### src/rtl/ps2_pkg.sv
// Shared PS/2 definitions: transmitter states, 12 MHz timing defaults, command bytes.
package ps2_pkg;

  typedef enum logic [3:0] {
    IDLE,
    INHIBIT,
    REQ,
    DATA,
    PARITY,
    STOP,
    ACK,
    WAIT_IDLE,
    DONE
  } ps2_state_t;

  // 100 us inhibit and 15 ms per-edge watchdog at 12 MHz
  localparam int PS2_INHIBIT_CYCLES = 1200;
  localparam int PS2_TIMEOUT_CYCLES = 180000;

  localparam logic [7:0] CMD_RESET        = 8'hFF;
  localparam logic [7:0] CMD_SET_LEDS     = 8'hED;
  localparam logic [7:0] CMD_MOUSE_ENABLE = 8'hF4;

  // PS/2 frames carry odd parity: the parity bit makes the total count of ones odd
  function automatic logic odd_parity(input logic [7:0] d);
    return ~^d;
  endfunction

endpackage

### src/rtl/ps2_host_tx_if.sv
// Command-side handshake of the PS/2 host transmitter.
interface ps2_host_tx_if;
  import ps2_pkg::*;

  logic [7:0] din;
  logic       send;
  logic       busy;
  logic       done;
  logic       ack_ok;
  logic       error;
  logic       rx_inhibit;

  modport master (
    output din, send,
    input  busy, done, ack_ok, error, rx_inhibit
  );

  modport slave (
    input  din, send,
    output busy, done, ack_ok, error, rx_inhibit
  );

endinterface

### src/rtl/ps2_line_sync.sv
// Two-flop synchronizer and falling-edge detector for the PS/2 clock and data pads.
module ps2_line_sync
  import ps2_pkg::*;
(
  input  logic clk,
  input  logic rst_n,
  input  logic clk_pad,
  input  logic data_pad,
  output logic clk_level,
  output logic data_level,
  output logic clk_fall,
  output logic data_fall
);

  logic [1:0] pad_w;
  logic [1:0] level_w;
  logic [1:0] fall_w;

  assign pad_w = {data_pad, clk_pad};

  genvar gi;
  generate
    for (gi = 0; gi < 2; gi++) begin : g_line
      logic meta_reg;
      logic sync_reg;
      logic prev_reg;

      // Reset to the idle (released, pulled-up) level so no false edge follows reset
      always_ff @(posedge clk) begin
        if (!rst_n) begin
          meta_reg <= 1'b1;
          sync_reg <= 1'b1;
          prev_reg <= 1'b1;
        end else begin
          meta_reg <= pad_w[gi];
          sync_reg <= meta_reg;
          prev_reg <= sync_reg;
        end
      end

      assign level_w[gi] = sync_reg;
      assign fall_w[gi]  = prev_reg & ~sync_reg;
    end
  endgenerate

  assign clk_level  = level_w[0];
  assign data_level = level_w[1];
  assign clk_fall   = fall_w[0];
  assign data_fall  = fall_w[1];

endmodule

### src/rtl/ps2_host_tx.sv
// PS/2 host-to-device command transmitter driving open-collector output enables.
// Build option: PS2TX_TIMEOUT_EN adds a per-edge watchdog for an absent device.
module ps2_host_tx
  import ps2_pkg::*;
#(
  parameter int INHIBIT_CYCLES = PS2_INHIBIT_CYCLES,
  parameter int TIMEOUT_CYCLES = PS2_TIMEOUT_CYCLES
) (
  input  logic               clk,
  input  logic               rst_n,
  input  logic               ps2clk_in,
  input  logic               ps2data_in,
  output logic               ps2clk_oe,
  output logic               ps2data_oe,
  ps2_host_tx_if.slave       bus
);

  localparam int INH_W = $clog2(INHIBIT_CYCLES + 1);
  localparam logic [INH_W-1:0] INH_LAST = INH_W'(INHIBIT_CYCLES - 1);

  logic clk_s;
  logic data_s;
  logic clk_fall;
  logic data_fall_unused;

  ps2_line_sync u_sync (
    .clk        (clk),
    .rst_n      (rst_n),
    .clk_pad    (ps2clk_in),
    .data_pad   (ps2data_in),
    .clk_level  (clk_s),
    .data_level (data_s),
    .clk_fall   (clk_fall),
    .data_fall  (data_fall_unused)
  );

  ps2_state_t       state_reg, state_next;
  logic [7:0]       din_reg, din_next;
  logic             parity_reg, parity_next;
  logic [2:0]       bit_cnt_reg, bit_cnt_next;
  logic [INH_W-1:0] inh_cnt_reg, inh_cnt_next;
  logic             clk_oe_reg, clk_oe_next;
  logic             data_oe_reg, data_oe_next;
  logic             done_reg, done_next;
  logic             busy_reg, busy_next;
  logic             ack_ok_reg, ack_ok_next;
  logic             error_reg, error_next;

`ifdef PS2TX_TIMEOUT_EN
  localparam int WD_W = $clog2(TIMEOUT_CYCLES + 1);
  localparam logic [WD_W-1:0] WD_LAST = WD_W'(TIMEOUT_CYCLES - 1);
  logic [WD_W-1:0] wd_cnt_reg, wd_cnt_next;
`else
  // Timeout length is still accepted so both builds share one parameter list
  localparam int TIMEOUT_CYCLES_UNUSED = TIMEOUT_CYCLES;
`endif

  always_ff @(posedge clk) begin
    if (!rst_n) begin
      state_reg   <= IDLE;
      din_reg     <= '0;
      parity_reg  <= 1'b0;
      bit_cnt_reg <= '0;
      inh_cnt_reg <= '0;
      clk_oe_reg  <= 1'b0;
      data_oe_reg <= 1'b0;
      done_reg    <= 1'b0;
      busy_reg    <= 1'b0;
      ack_ok_reg  <= 1'b0;
      error_reg   <= 1'b0;
`ifdef PS2TX_TIMEOUT_EN
      wd_cnt_reg  <= '0;
`endif
    end else begin
      state_reg   <= state_next;
      din_reg     <= din_next;
      parity_reg  <= parity_next;
      bit_cnt_reg <= bit_cnt_next;
      inh_cnt_reg <= inh_cnt_next;
      clk_oe_reg  <= clk_oe_next;
      data_oe_reg <= data_oe_next;
      done_reg    <= done_next;
      busy_reg    <= busy_next;
      ack_ok_reg  <= ack_ok_next;
      error_reg   <= error_next;
`ifdef PS2TX_TIMEOUT_EN
      wd_cnt_reg  <= wd_cnt_next;
`endif
    end
  end

  always_comb begin
    state_next   = state_reg;
    din_next     = din_reg;
    parity_next  = parity_reg;
    bit_cnt_next = bit_cnt_reg;
    inh_cnt_next = inh_cnt_reg;
    clk_oe_next  = clk_oe_reg;
    data_oe_next = data_oe_reg;
    done_next    = 1'b0;
    ack_ok_next  = ack_ok_reg;
    error_next   = error_reg;
`ifdef PS2TX_TIMEOUT_EN
    wd_cnt_next  = '0;
`endif

    unique case (state_reg)
      IDLE: begin
        if (bus.send) begin
          din_next     = bus.din;
          parity_next  = odd_parity(bus.din);
          inh_cnt_next = '0;
          ack_ok_next  = 1'b0;
          error_next   = 1'b0;
          clk_oe_next  = 1'b1;
          state_next   = INHIBIT;
        end
      end
      INHIBIT: begin
        if (inh_cnt_reg == INH_LAST) begin
          data_oe_next = 1'b1;
          state_next   = REQ;
        end else begin
          inh_cnt_next = inh_cnt_reg + INH_W'(1);
        end
      end
      REQ: begin
        clk_oe_next  = 1'b0;
        bit_cnt_next = '0;
        state_next   = DATA;
      end
      DATA: begin
        // Counter wraps 7->0 on the same fall that moves us to PARITY
        if (clk_fall) begin
          data_oe_next = ~din_reg[bit_cnt_reg];
          bit_cnt_next = bit_cnt_reg + 3'd1;
          if (bit_cnt_reg == 3'd7) state_next = PARITY;
        end
      end
      PARITY: begin
        if (clk_fall) begin
          data_oe_next = ~parity_reg;
          state_next   = STOP;
        end
      end
      STOP: begin
        if (clk_fall) begin
          data_oe_next = 1'b0;
          state_next   = ACK;
        end
      end
      ACK: begin
        if (clk_fall) begin
          ack_ok_next = ~data_s;
          error_next  = data_s;
          state_next  = WAIT_IDLE;
        end
      end
      WAIT_IDLE: begin
        if (clk_s && data_s) begin
          done_next  = 1'b1;
          state_next = DONE;
        end
      end
      DONE: begin
        state_next = IDLE;
      end
      default: begin
        state_next = IDLE;
      end
    endcase

`ifdef PS2TX_TIMEOUT_EN
    if (state_reg inside {DATA, PARITY, STOP, ACK, WAIT_IDLE}) begin
      if (clk_fall) begin
        wd_cnt_next = '0;
      end else if (wd_cnt_reg == WD_LAST) begin
        clk_oe_next  = 1'b0;
        data_oe_next = 1'b0;
        ack_ok_next  = 1'b0;
        error_next   = 1'b1;
        done_next    = 1'b1;
        state_next   = DONE;
      end else begin
        wd_cnt_next = wd_cnt_reg + WD_W'(1);
      end
    end
`endif

    busy_next = (state_next != IDLE) && (state_next != DONE);
  end

  assign ps2clk_oe      = clk_oe_reg;
  assign ps2data_oe     = data_oe_reg;
  assign bus.busy       = busy_reg;
  assign bus.rx_inhibit = busy_reg;
  assign bus.done       = done_reg;
  assign bus.ack_ok     = ack_ok_reg;
  assign bus.error      = error_reg;

endmodule

### src/flat_wrapper.sv
// flat-port wrapper written by rule: the top's interface ports become plain ports
module ps2_host_tx_flat import ps2_pkg::*;
#(
  parameter int INHIBIT_CYCLES = PS2_INHIBIT_CYCLES,
  parameter int TIMEOUT_CYCLES = PS2_TIMEOUT_CYCLES
)
  (clk, rst_n, ps2clk_in, ps2data_in, ps2clk_oe, ps2data_oe, bus_din, bus_send, bus_busy, bus_done, bus_ack_ok, bus_error, bus_rx_inhibit);
  ps2_host_tx_if bus_i ();
  input  logic clk;
  input  logic rst_n;
  input  logic ps2clk_in;
  input  logic ps2data_in;
  output logic ps2clk_oe;
  output logic ps2data_oe;
  input wire logic [$bits(bus_i.din)-1:0] bus_din;
  input wire logic [$bits(bus_i.send)-1:0] bus_send;
  output wire logic [$bits(bus_i.busy)-1:0] bus_busy;
  output wire logic [$bits(bus_i.done)-1:0] bus_done;
  output wire logic [$bits(bus_i.ack_ok)-1:0] bus_ack_ok;
  output wire logic [$bits(bus_i.error)-1:0] bus_error;
  output wire logic [$bits(bus_i.rx_inhibit)-1:0] bus_rx_inhibit;
  assign bus_i.din = bus_din;
  assign bus_i.send = bus_send;
  assign bus_busy = bus_i.busy;
  assign bus_done = bus_i.done;
  assign bus_ack_ok = bus_i.ack_ok;
  assign bus_error = bus_i.error;
  assign bus_rx_inhibit = bus_i.rx_inhibit;
  ps2_host_tx #(.INHIBIT_CYCLES(INHIBIT_CYCLES), .TIMEOUT_CYCLES(TIMEOUT_CYCLES)) u_core (.clk(clk), .rst_n(rst_n), .ps2clk_in(ps2clk_in), .ps2data_in(ps2data_in), .ps2clk_oe(ps2clk_oe), .ps2data_oe(ps2data_oe), .bus(bus_i));
endmodule
### config.mk
export PLATFORM = sky130hd
export DESIGN_NAME = ps2_host_tx_flat
export DESIGN_NICKNAME = d
export VERILOG_FILES = /design/src/rtl/ps2_pkg.sv /design/src/rtl/ps2_host_tx_if.sv /design/src/rtl/ps2_line_sync.sv /design/src/rtl/ps2_host_tx.sv /design/src/flat_wrapper.sv
export SDC_FILE = /design/constraint.sdc
export NUM_CORES = 1
export LEC_CHECK = 0
export BUFFER_PORTS_ARGS = -buffer_cell sky130_fd_sc_hd__buf_2
export CORE_ASPECT_RATIO = 0.75
export CORE_MARGIN = 2
export CORE_UTILIZATION = 32
export DETAILED_ROUTE_END_ITERATION = 6
export PLACE_DENSITY = 0.46
export SLEW_MARGIN = 20
export SYNTH_ARGS = -nofsm -noshare
export SYNTH_HDL_FRONTEND = slang
export SYNTH_HIERARCHICAL = 1
export SYNTH_SLANG_ARGS = --single-unit
### constraint.sdc
create_clock -name clk -period 2.5 [get_ports clk]
set_clock_uncertainty 0.05 [all_clocks]
set_input_delay 0.125 -clock clk [delete_from_list [all_inputs] [get_ports clk]]
set_output_delay 0.125 -clock clk [all_outputs]
set_load 0.03 [all_outputs]
## Word level (Yosys, flattened, before mapping)

Cells that the tools add are included.

| cells by class | value |
|---|---|
| add/sub/neg operators | 2 |
| magnitude comparators | 1 |
| equality and inequality tests | 17 |
| mux-type cells | 29 |
| bitwise operators | 5 |
| reduce and logical (&&, ||, !) cells | 17 |

Operators by type and width:

| cell | count |
|---|---|
| $mux W4 | 8 |
| $pmux W4 S8 | 1 |
| $mux W11 | 2 |
| $pmux W11 S2 | 1 |
| $eq A4 B3 Y1 const B | 4 |
| $add A11 B1 Y11 const B | 1 |
| $eq A11 B11 Y1 const B | 1 |
| $mux W1 | 10 |
| $ne A2 B1 Y1 const B | 5 |
| $eq A4 B2 Y1 const B | 2 |
| $reduce_and A2 Y1 | 4 |
| $reduce_bool A2 Y1 | 4 |
| $reduce_bool A4 Y1 | 2 |
| $reduce_xnor A8 Y1 | 1 |
| $pmux W1 S2 | 3 |
| $pmux W3 S2 | 1 |
| $reduce_and A3 Y1 | 2 |
| $reduce_and A5 Y1 | 1 |
| $eq A4 B1 Y1 const B | 1 |
| $logic_not A4 Y1 | 1 |
| $lt A3 B4 Y1 const B | 1 |
| $ne A2 B2 Y1 const B | 2 |
| $ne A4 B4 Y1 const B | 1 |
| $not A1 Y1 | 4 |
| other kinds (7) | 8 |

| storage, ports and cells | value |
|---|---|
| bits in registers | 38 |
| bits of input ports | 13 |
| output and inout bits | 7 |
| logic and storage cells | 87 |

## Logic depth before layout (Yosys ltp)

| logic depth | value |
|---|---|
| depth after elaboration | 6 |
| depth in mapped cells | 6 |
| depth with buffers taken out | 6 |

## Hierarchy

The synthesis kept the hierarchy.

By module, submodules not included:

| module | times used | cells an instance | area an instance (µm²) | sequential area each (µm²) |
|---|---|---|---|---|
| ps2_host_tx | 1 | 205 | 1780.5 | 660.6 |
| ps2_line_sync | 1 | 14 | 170.2 | 120.1 |

## Worst setup path after synthesis

OpenSTA, ideal clock, no wires.

| timing | value |
|---|---|
| path kind | flip-flop to flip-flop |
| start | reg u_core.state_reg[3] |
| end | reg u_core.inh_cnt_reg[10] |
| library setup time | 0.060 ns |
| data arrival time | 1.723 ns |
| required time | 2.390 ns |
| path slack | 0.668 ns |
| stages on the path, launching flop included | 7 |
| period minus slack after synthesis | 1.832 ns |
| cells stage by stage | dfxtp_1 > or4b_4 > or2_1 > buf_6 > buf_6 > a2111o_1 > nand2_1 |

| on the way | value |
|---|---|
| cells in the longest elaborated chain, start to end | 3 |
| elaborated cells between the ends (all ways) | 7 |
| classes of those cells | eq/ne (3); mux (1); reduce/logical (3) |

RTL lines:

| what | line | text |
|---|---|---|
| start: declaration | ps2_host_tx.sv:37 | `ps2_state_t state_reg, state_next;` |
| start signal: assignment | ps2_host_tx.sv:75 | `state_reg <= state_next;` |
| $eq A4 B1 Y1 or $logic_not A4 Y1 (tied branches) | ps2_host_tx.sv:107 | `unique case (state_reg)` |
| $ne A2 B2 Y1 (no source line) or $reduce_bool A2 Y1 (tied branches) | n/a |  |
| $reduce_and A3 Y1 (no source line) | n/a |  |
| end signal: assignment | ps2_host_tx.sv:79 | `inh_cnt_reg <= inh_cnt_next;` |
| end: declaration | ps2_host_tx.sv:41 | `logic [INH_W-1:0] inh_cnt_reg, inh_cnt_next;` |

Several ways; a longest one is shown, not always the timed one.
A chain may end at the register's enable or synchronous reset.

## Final worst setup path

| timing | value |
|---|---|
| start | reg u_core.state_reg[3] |
| end | reg u_core.inh_cnt_reg[8] |

Same word-level chain as after synthesis.

==> results.md <==
* Routed vias at 1,628
* Initial antenna violation count at 0
* N_diodes at 0
* Layout Cells excl Fill at 315
* Slew @ Worst Pin at 586.0 ps
* CTS Buffer Depth at 2
* Max reg flops at 11
* CTS root buf: clkbuf_8
* Critical path arrival at 2270 ps
* Setup CP Type: flop to flop
* Final hold vios at 0
* Area of the die at 6636 sq um
* Port bufs at 19
* Register share of total power at 53.1%
* Internal power at 0.9011 mW
* Final setup violating endpoints at 0
* HP Class: input pin to flop
* Width of the die at 93.40 microns
* Leak at 0.8109 nW
* Comb pwr share at 13.0%
* Max-capacitance violation count at 0
* Final Cycle Share at 84.84%
* GPL Wtd Cong at 0.7714
* DRC viols at 0
* First-pass GRT wire length at 7769 microns
* Number of setup buffers added after CTS at 0
* Upper clock frequency limit at 0.4715 GHz
* RSZ-0062 raised after global routing: no
* Initial Util at 33.10%
* Syn nets at 232
* Largest net degree at the start of global routing at 29
* CP delay by family, top: simple AND/OR/NAND/NOR gates
* Buffers & Inverters on Critical Path at 1
* Worst-path cell chain: or4b_4, or2_1, buf_4, a2111o_1, o21ai_0
* GR Util All Layers at 14.83%
* Height of the die at 71.05 microns
* Max-slew violation count at 0
* GRT overflow at 0
* Time the worst path needs with I/O delays and setup at 2121 ps
* TritonCTS clock tree: done
* Critical Path Start Type: flop
* Worst stage delay on the critical path at 540 ps
* Floorplan row count at 24
* CTS Sinks at 38
* Layout cells sized above 1 at 17.72%
* Detailed Route Iter0 Violations at 76
* Wire per inst at 14.10 microns
* Crit. End Element: flop
* Dpl cells at 307
* Combined area of all synthesized cells at 1918 sq um
* Syn Area/Cell at 8.880 sq um
* P&R area growth vs syn at 14.55%
* Power per Cell Area at 547.8 nW/um^2
* Sw Ratio at 25.13%
* Mapped Cells at 216
* Fin area at 2197 sq um
* Fin nets at 254
* CORE AREA at 5796 sq um
* Initial DRT Pass Iterations at 4
* Clock Latency Late Sink at 280 ps
* CTS H-tree lvls at 2
* Status: completed
* CTS Buf Count at 5
* Routed vias/inst at 5.168
* Clock Pin Slew Worst Setup and Hold Paths at 70 ps
* TNS Setup at 0 ps
* CP Data Required Time at 2650 ps
* Switching power at 0.3025 mW
* Slew margin rel. at 60.79%
* Crit path max fanout at 28
* Max stage delay cell, worst path: or4b_4
* Number of global-route vias before repair at 1,581
* DRT antenna net count at 0
* Fillcell total at 603
* Detailed Place HPWL at 3110 microns
* Placed instance area at 2095 sq um
* Routed WL at 4441 microns
* Clock power share at 33.9%
* IO Pins at 20
* VDD IR max at 0.0001961 V
* Ys Warns at 6
[routing by layer]
metal	track usage, %	wire (microns)
met2	20.94	1709
met4	3.431	16
met3	3.621	187
met1	22.60	2528
met5	0	0
[through the flow]
step                      total power, mW  hold slack (ps)  utilization, %  setup slack, ps
after floorplan                    0.7620            148.0               -            667.8
after global placement             0.8067            261.3           36.14            463.5
after detailed placement           0.8071            259.6           36.14            416.1
after CTS                           1.226            37.49           37.91            391.4
after global routing                1.277            44.37           37.91            263.1
final                               1.204            49.95           37.91            379.0
[path summary, 6_finish.rpt]
check                                                                  from                                   to  slack (ps)  cells after the start
worst max-delay path                         u_core/state_reg[3]$_SDFF_PN0_   u_core/inh_cnt_reg[8]$_SDFFE_PN0P_         380                      5
worst min-delay path                                             bus_din[6]       u_core/din_reg[6]$_SDFFE_PN0P_          50                      3
worst max register to register               u_core/state_reg[3]$_SDFF_PN0_   u_core/inh_cnt_reg[8]$_SDFFE_PN0P_         380                      5
worst min register to register  u_core/u_sync/g_line[1].meta_reg$_SDFF_PN1_  u_core/u_sync/data_level$_SDFF_PN1_         380                      1
[power by group through the flow]
stage / registers (mW) / clock network [mW] / logic (mW)
2_1_floorplan: 0.658 / 0 / 0.104
3_3_place_gp: 0.653 / 0 / 0.154
3_5_place_dp: 0.653 / 0 / 0.154
4_1_cts: 0.639 / 0.430 / 0.157
5_1_grt: 0.642 / 0.461 / 0.173
6_report: 0.639 / 0.408 / 0.156
[worst reg2reg max path, stage by stage (launching register included)]
cell and delay [ps]:
dfxtp_1 390, or4b_4 540, or2_1 330, buf_4 280, a2111o_1 390, o21ai_0 70
[repair_timing]
action / CTS / global route
hold buffers: 2 / 0
gates resized for setup: 0 / 0
endpoints found under the hold margin: 2 / 0
[placed cells by master, fill, tap and decap left out, drive strengths merged, types with 2 or more instances in the layout]
| cell type | n |
|---|---|
| o21a | 2 |
| and4b | 2 |
| nand4b | 2 |
| ha | 3 |
| and4 | 3 |
| nor2 | 9 |
| and3 | 3 |
| nand3 | 13 |
| mux2i | 4 |
| xnor2 | 6 |
| o2111ai | 5 |
| a2111o | 7 |
| o31ai | 2 |
| a211oi | 3 |
| a21oi | 15 |
| nor2b | 5 |
| dfxtp | 38 |
| clkbuf | 6 |
| o21ai | 6 |
| or2 | 3 |
| inv | 4 |
| dlygate4sd3 | 2 |
| a31oi | 2 |
| buf | 27 |
| or4b | 3 |
| nand4 | 6 |
| nand2b | 7 |
| nor3b | 3 |
| mux4 | 2 |
| nand2 | 33 |
[final cells by class]
| type | count | area [sq um] | area share, % |
|---|---|---|---|
| Tap cell | 78 | 97.59 | 4.442 |
| Multi-Input combinational cell | 160 | 1066 | 48.52 |
| Timing Repair Buffer | 29 | 175.2 | 7.973 |
| Clock buffer | 6 | 82.58 | 3.759 |
| Inverter | 4 | 15.01 | 0.6834 |
| Sequential cell | 38 | 760.7 | 34.62 |
Power figures use the tool's default switching activity.
